$ cat config.mk
export PLATFORM = sky130hd
export DESIGN_NAME = fetch_unit
export DESIGN_NICKNAME = d
export VERILOG_FILES = /design/src/rtl/fetch_unit.sv
export SDC_FILE = /design/constraint.sdc
export NUM_CORES = 1
export LEC_CHECK = 0
export CAP_MARGIN = 20
export CORE_ASPECT_RATIO = 1.75
export CORE_MARGIN = 4
export CORE_UTILIZATION = 65
export CTS_CLUSTER_DIAMETER = 100
export DETAILED_ROUTE_END_ITERATION = 16
export DONT_BUFFER_PORTS = 1
export PLACE_DENSITY = 0.86
export SYNTH_ARGS = -nofsm -noshare
export SYNTH_HDL_FRONTEND = slang
export SYNTH_SLANG_ARGS = --single-unit
$ cat constraint.sdc
create_clock -name clk -period 3.3 [get_ports clk]
set_input_delay 0.825 -clock clk [delete_from_list [all_inputs] [get_ports clk]]
set_output_delay 0.825 -clock clk [all_outputs]
set_load 0.05 [all_outputs]
$ cat src/rtl/fetch_unit.sv
// fetch_unit: instruction-fetch stage in front of a combinational inst_mem.
// Owns the PC, registers the fetched instruction with its PC for decode,
// and handles stall, redirect and misaligned-target faulting (sticky HALT).
// Optional performance counters are compiled in with FETCH_PERF_CNT_EN.
module fetch_unit #(
   parameter logic [31:0] RESET_PC    = 32'h0000_0000,
   parameter int unsigned NUM_OF_INST = 1024,
   parameter logic [31:0] NOP_INST    = 32'h0000_0013
) (
   input  logic        clk,
   input  logic        rst,
   input  logic        stall,
   input  logic        redirect_valid,
   input  logic [31:0] redirect_target,
   output logic [31:0] pc_address,
   input  logic [31:0] instruction,
   output logic        if_valid,
   output logic [31:0] if_pc,
   output logic [31:0] if_pc_plus4,
   output logic [31:0] if_instruction,
   output logic        pc_oob,
   output logic        fetch_fault
`ifdef FETCH_PERF_CNT_EN
   ,
   output logic [31:0] perf_fetch_count,
   output logic [31:0] perf_stall_count
`endif
);

   typedef enum logic {RUN, HALT} state_t;

   localparam logic [32:0] OOB_LIMIT = 33'(NUM_OF_INST) << 2;

   state_t      state_q, state_d;
   logic [31:0] pc_q, pc_d;
   logic        if_valid_q, if_valid_d;
   logic [31:0] if_pc_q, if_pc_d;
   logic [31:0] if_instruction_q, if_instruction_d;
   logic        fetch_fault_q, fetch_fault_d;

   logic        redirect_ok;
   logic        redirect_bad;
   logic        advance;
   logic        stall_cycle;

   // FSM state register
   always_ff @(posedge clk) begin
      if (rst) state_q <= RUN;
      else     state_q <= state_d;
   end

   // FSM next state: a misaligned redirect in RUN parks the unit in HALT until reset
   always_comb begin
      state_d = state_q;
      if (state_q == RUN && redirect_valid && redirect_target[1:0] != 2'b00)
         state_d = HALT;
   end

   // FSM outputs: one-hot action strobes for the datapath in RUN, redirect > stall > advance
   always_comb begin
      redirect_ok  = 1'b0;
      redirect_bad = 1'b0;
      advance      = 1'b0;
      stall_cycle  = 1'b0;
      if (state_q == RUN) begin
         if (redirect_valid) begin
            redirect_ok  = (redirect_target[1:0] == 2'b00);
            redirect_bad = (redirect_target[1:0] != 2'b00);
         end else if (stall) begin
            stall_cycle = 1'b1;
         end else begin
            advance = 1'b1;
         end
      end
   end

   // Datapath next values driven by the action strobes
   always_comb begin
      pc_d             = pc_q;
      if_valid_d       = if_valid_q;
      if_pc_d          = if_pc_q;
      if_instruction_d = if_instruction_q;
      fetch_fault_d    = fetch_fault_q;
      if (redirect_ok) begin
         pc_d             = redirect_target;
         if_valid_d       = 1'b0;
         if_instruction_d = NOP_INST;
      end else if (redirect_bad) begin
         fetch_fault_d    = 1'b1;
         if_valid_d       = 1'b0;
         if_instruction_d = NOP_INST;
      end else if (advance) begin
         pc_d             = pc_q + 32'd4;
         if_valid_d       = 1'b1;
         if_pc_d          = pc_q;
         if_instruction_d = instruction;
      end
   end

   // Datapath registers with synchronous reset
   always_ff @(posedge clk) begin
      if (rst) begin
         pc_q             <= RESET_PC;
         if_valid_q       <= 1'b0;
         if_pc_q          <= '0;
         if_instruction_q <= NOP_INST;
         fetch_fault_q    <= 1'b0;
      end else begin
         pc_q             <= pc_d;
         if_valid_q       <= if_valid_d;
         if_pc_q          <= if_pc_d;
         if_instruction_q <= if_instruction_d;
         fetch_fault_q    <= fetch_fault_d;
      end
   end

   assign pc_address     = pc_q;
   assign if_valid       = if_valid_q;
   assign if_pc          = if_pc_q;
   assign if_pc_plus4    = if_pc_q + 32'd4;
   assign if_instruction = if_instruction_q;
   assign fetch_fault    = fetch_fault_q;
   assign pc_oob         = ({1'b0, pc_q} >= OOB_LIMIT);

`ifdef FETCH_PERF_CNT_EN
   logic [31:0] perf_fetch_q, perf_fetch_d;
   logic [31:0] perf_stall_q, perf_stall_d;

   // Performance counter next values; free-running wrap at 2^32
   always_comb begin
      perf_fetch_d = perf_fetch_q + (advance ? 32'd1 : 32'd0);
      perf_stall_d = perf_stall_q + (stall_cycle ? 32'd1 : 32'd0);
   end

   // Performance counter registers
   always_ff @(posedge clk) begin
      if (rst) begin
         perf_fetch_q <= '0;
         perf_stall_q <= '0;
      end else begin
         perf_fetch_q <= perf_fetch_d;
         perf_stall_q <= perf_stall_d;
      end
   end

   assign perf_fetch_count = perf_fetch_q;
   assign perf_stall_count = perf_stall_q;
`endif

endmodule

[Word level (Yosys, flattened, before mapping)]
Index checks and enable logic that the tools add are counted.
Word-level totals
  register bits after elaboration: 99
  logic and storage cells: 32
  bits of input ports: 68
Cells by class
  equality and inequality tests: 1
  $lt $le $gt $ge: 1
  multiplexer cells: 10
  bitwise operators: 3
  $add $sub $neg: 2
  reductions and logical operators: 9
Operator list (number)
  2-to-1 mux 32 bit: 3
  adder 32 x 3 -> 32 bit (second input constant): 2
  greater-or-equal comparator 32 x 13 -> 1 bit (second input constant): 1
  2-to-1 mux 1 bit: 7
  AND reduction 2 bit: 2
  nonzero test 2 bit: 2
  NOT 1 bit: 3
  AND reduction 3 bit: 1
  OR reduction 3 bit: 1
  logical AND 1 bit: 2
  zero test 2 bit: 1
  != test 2 bit (second input constant): 1

[Depth between registers and ports, before layout]
  depth after elaboration: 6
  mapped depth: 7

[Worst setup path after synthesis]
Ideal clock, no wire load.
  path type: reg-to-output
  start: register if_pc_q[2], in the netlist if_pc[2]
  end: output port if_pc_plus4[24]
  setup slack: -118 ps
  arrival: 2593 ps
  required time: 2475 ps
  cell stages (with the launch flop): 6
  cells stage by stage: dfxtp_1 ha_1 and3_1 nand4_1 nor4_1 xor2_1
On the way
  longest elaborated chain between the ends: 1
RTL lines
  start, declared: RTL line 37  | logic [31:0] if_pc_q, if_pc_d;
  start signal, assigned: RTL line 111  | if_pc_q <= if_pc_d;
  adder 32 x 3 -> 32 bit: RTL line 120  | assign if_pc_plus4 = if_pc_q + 32'd4;
  end, declared: RTL line 19  | output logic [31:0] if_pc_plus4,
No other way between the ends.

[Final worst setup path]
  start: register if_pc_q[2], in the netlist if_pc[2]
  end: output port if_pc_plus4[23]
Same word-level chain as after synthesis.

==> impl_metrics.yaml <==
outcome:
  status: "finished, final reports clean"
floorplan:
  fp.dieArea_mm2: 0.00912
  die_x_um: 73.9
  core_area_mm2: 0.00734
  ios: 199
  initial_core_util: 0.674
  rows: 41
  die_h_um: 123
pwr:
  vdd_drop_max_mv: 0.438
  p_leak_nw: 2.21
  total_power_mw: 2.83
  powerDensity_mw_per_mm2: 467
worst_setup_path:
  slowest_stage: "dfxtp_1"
  path_cells: "buf_4, and4_1, nand4_1, buf_4, nor3_1, xnor2_1, buf_4"
  cp-start-kind: "flop"
  critPathCaptureType: "output pin"
  reg2reg_from: "pc_address[13]"
  critical_path_class: "reg -> out"
  cpMostUsedCell: "buf_4"
  cp.required_ps: 2470
  cp.arrival_ps: 2290
  reg2reg_to: "pc_address[21]"
  cp_max_fo: 9
  reg2regPathDepth: 4
  max_stage_delay_ps: 340
  cp_top_family: "simple AND/OR/NAND/NOR gates"
  critical_path_buf_inv_count: 3
  r2r_setup_slack_ps: 720
synthesis:
  synthCells: 651
  seq_area_frac_synth: 0.401
  syn_area_per_cell_um2: 7.59
  synthFlopType: "dfxtp_1"
  yosysWarnings: 0
  synth_seq_cells: 99
  synthDistinctLibCells: 56
  synth_edf_count: 0
  synth_nets: 722
  synthArstFlopShare: 0
  netlist_area_mm2: 0.00494
clock_tree:
  cts-htree-levels: 3
  tritoncts: "yes"
  clkLatencyLatePin_ps: 340
  cts_buffers: 9
  numClockSinks: 99
  path_clk_slew_ps: 60
  cts_hold_buf: 0
  root_buffer: "clkbuf_16"
  cts.path.max_buffers: 2
placement:
  dpl_cell_area_mm2: 0.00568
  gp_congestion: 0.923
  dp_hpwl_um: 10700
  port_buffers: 0
sta:
  fmax_mhz: 321
  final-max-slew-violation-count: 0
  worstMarginPinSlew_ps: 968
  slew_headroom: 0.354
  hold_viol: 0
  fin_skew_ps: 6.50
  fin_tns_setup_ps: 0
  setup_viol: 0
  rsz0062_at_grt: "false"
  period_needed_ps: 3110
  period_share: 0.943
detailed_routing:
  drc: 0
  post_drt_wl_per_cell_um: 19.9
  initialDrtViolationCount: 658
  via_per_inst: 6.70
  vias: 5323
  ant_nets: 0
  routed_wl_um: 15800
  drt_pre_antenna_iters: 8
global_route:
  groute.usage.overall: 0.338
  grt_max_degree: 88
  antenna_found_initial: 0
  grt_pass1_wl_um: 24200
  first_global_vias: 5102
  gr-total-overflow: 0
layout:
  layout_common_cells: "nand2_1, dfxtp_1, a21oi_1, buf_4, nor2_1"
  fin_area_mm2: 0.00606
  drive_gt1_frac: 0.188
  filler_cell_count: 427
  layout_commonest_cell: "nand2_1"
  antenna_cells: 0
  post-route-util: 0.827
  area.growth.synth_to_final_pct: 22.7
  final_nets: 774
min_path:
  whs_endpoint: "if_pc[26]"
  holdCritStartpoint: "if_pc[26]"
  min_path_type: "reg -> reg"
  whs_path_depth: 2
run:
  max-cap-violations: 0
-- through the flow --
stage | instances | hold WS, ps | setup slack, ps
after floorplan | 651 | 540 | 31.1
after global placement | 776 | 438 | 463
after detailed placement | 776 | 446 | 398
after CTS | 792 | 457 | 9.90
after global routing | 794 | 488 | 68.7
final | 794 | 462 | 190
-- synthesized netlist by cell type, types with 2 or more instances --
| master | number | area, um^2 |
|---|---|---|
| nor3b_1 | 2 | 15.0 |
| clkbuf_1 | 36 | 135 |
| nor4_1 | 17 | 106 |
| nor2_1 | 25 | 93.8 |
| nand3_1 | 23 | 115 |
| xor2_1 | 15 | 131 |
| or2_2 | 4 | 25.0 |
| mux2i_1 | 2 | 20.0 |
| nor4b_1 | 2 | 17.5 |
| a31oi_1 | 9 | 56.3 |
| nand2_1 | 157 | 589 |
| nor3_1 | 23 | 115 |
| buf_4 | 2 | 15.0 |
| or4_1 | 3 | 22.5 |
| o221ai_1 | 5 | 43.8 |
| a21oi_1 | 81 | 405 |
| a211oi_1 | 2 | 15.0 |
| buf_2 | 8 | 40.0 |
| inv_1 | 13 | 48.8 |
| nor4_2 | 2 | 25.0 |
| mux2_2 | 3 | 33.8 |
| a22oi_1 | 13 | 97.6 |
| a31o_2 | 3 | 26.3 |
| or3_1 | 8 | 50.1 |
| o22ai_1 | 4 | 25.0 |
| o31a_1 | 2 | 17.5 |
| or3b_1 | 2 | 17.5 |
| nor2b_1 | 2 | 12.5 |
| ha_1 | 3 | 37.5 |
| and2_1 | 3 | 18.8 |
| o21ai_0 | 8 | 40.0 |
| a32oi_1 | 2 | 17.5 |
| buf_1 | 2 | 7.51 |
| nand2b_1 | 2 | 12.5 |
| nand4_1 | 15 | 93.8 |
| nand3b_1 | 5 | 37.5 |
| xnor2_1 | 15 | 131 |
| dfxtp_1 | 99 | 1980 |
| and4_1 | 5 | 43.8 |
| and3_1 | 8 | 50.1 |
-- per-layer routing --
layer | share of wire | wire, um | up-vias | track usage
li1 | - | - | 2394 | -
met1 | 0.33 | 5170 | 2425 | 0.363
met2 | 0.50 | 7930 | 425 | 0.578
met3 | 0.13 | 2010 | 79 | 0.116
met4 | 0.044 | 694 | 0 | 0.166
met5 | 0 | 0 | - | 0
-- state kept, by name, summed over array words and instances, names as in the netlist --
| register | count |
|---|---|
| if_instruction | 32 |
| fetch_fault | 1 |
| state_q | 1 |
| pc_address | 32 |
| if_valid | 1 |
| if_pc | 32 |
-- worst max path at each step --
stage | from | endpoint | slack [ps] | depth (start not counted)
2_1_floorplan | if_pc[2] | if_pc_plus4[27] | 30 | 5
3_3_place_gp | if_pc[2] | if_pc_plus4[24] | 460 | 6
3_5_place_dp | if_pc[3] | if_pc_plus4[24] | 400 | 6
4_1_cts | if_pc[2] | if_pc_plus4[24] | 10 | 6
5_1_grt | if_pc[2] | if_pc_plus4[29] | 70 | 7
6_report | if_pc[2] | if_pc_plus4[23] | 190 | 7
-- cell type report --
class | instances | area [um^2] | share of cell area
timing repair buffer | 89 | 768 | 0.127
clock inverter | 4 | 95.1 | 0.0157
clock buffer | 12 | 267 | 0.0439
sequential | 99 | 1980 | 0.327
tap | 86 | 108 | 0.0177
inverter | 13 | 48.8 | 0.00805
multi-input combinational | 491 | 2800 | 0.461
-- cell families (layout without fill, tap and decap cells) --
group,Yosys count,count (layout),synth area share
and+or+nand+nor,313,313,0.307
AOI/OAI and AO/OA,140,140,0.171
DFF,99,99,0.401
buffers and inverters,61,118,0.0499
xor gates and xnor gates,30,30,0.0532
muxes,5,5,0.0109
adders and majority gates,3,3,0.00759
-- what timing repair did --
item | in CTS | in global routing
buffers inserted | 0 | 2
hold endpoints to repair | 0 | 0
resized for setup | 0 | 2
setup endpoints to repair | 0 | 7
-- worst min-delay path, delay by kind of cell, from the launching register on --
| family | cells | cell delay (ps) |
|---|---|---|
| simple gates | 1 | 50 |
| compound gates | 1 | 50 |
| flops | 1 | 320 |
-- where the power goes --
part,switching [mW],internal (mW)
clock network,0.438,0.802
logic,0.197,0.0754
registers,0.0922,1.23
total,0.727,2.10
(Power assumes the default switching activity.)
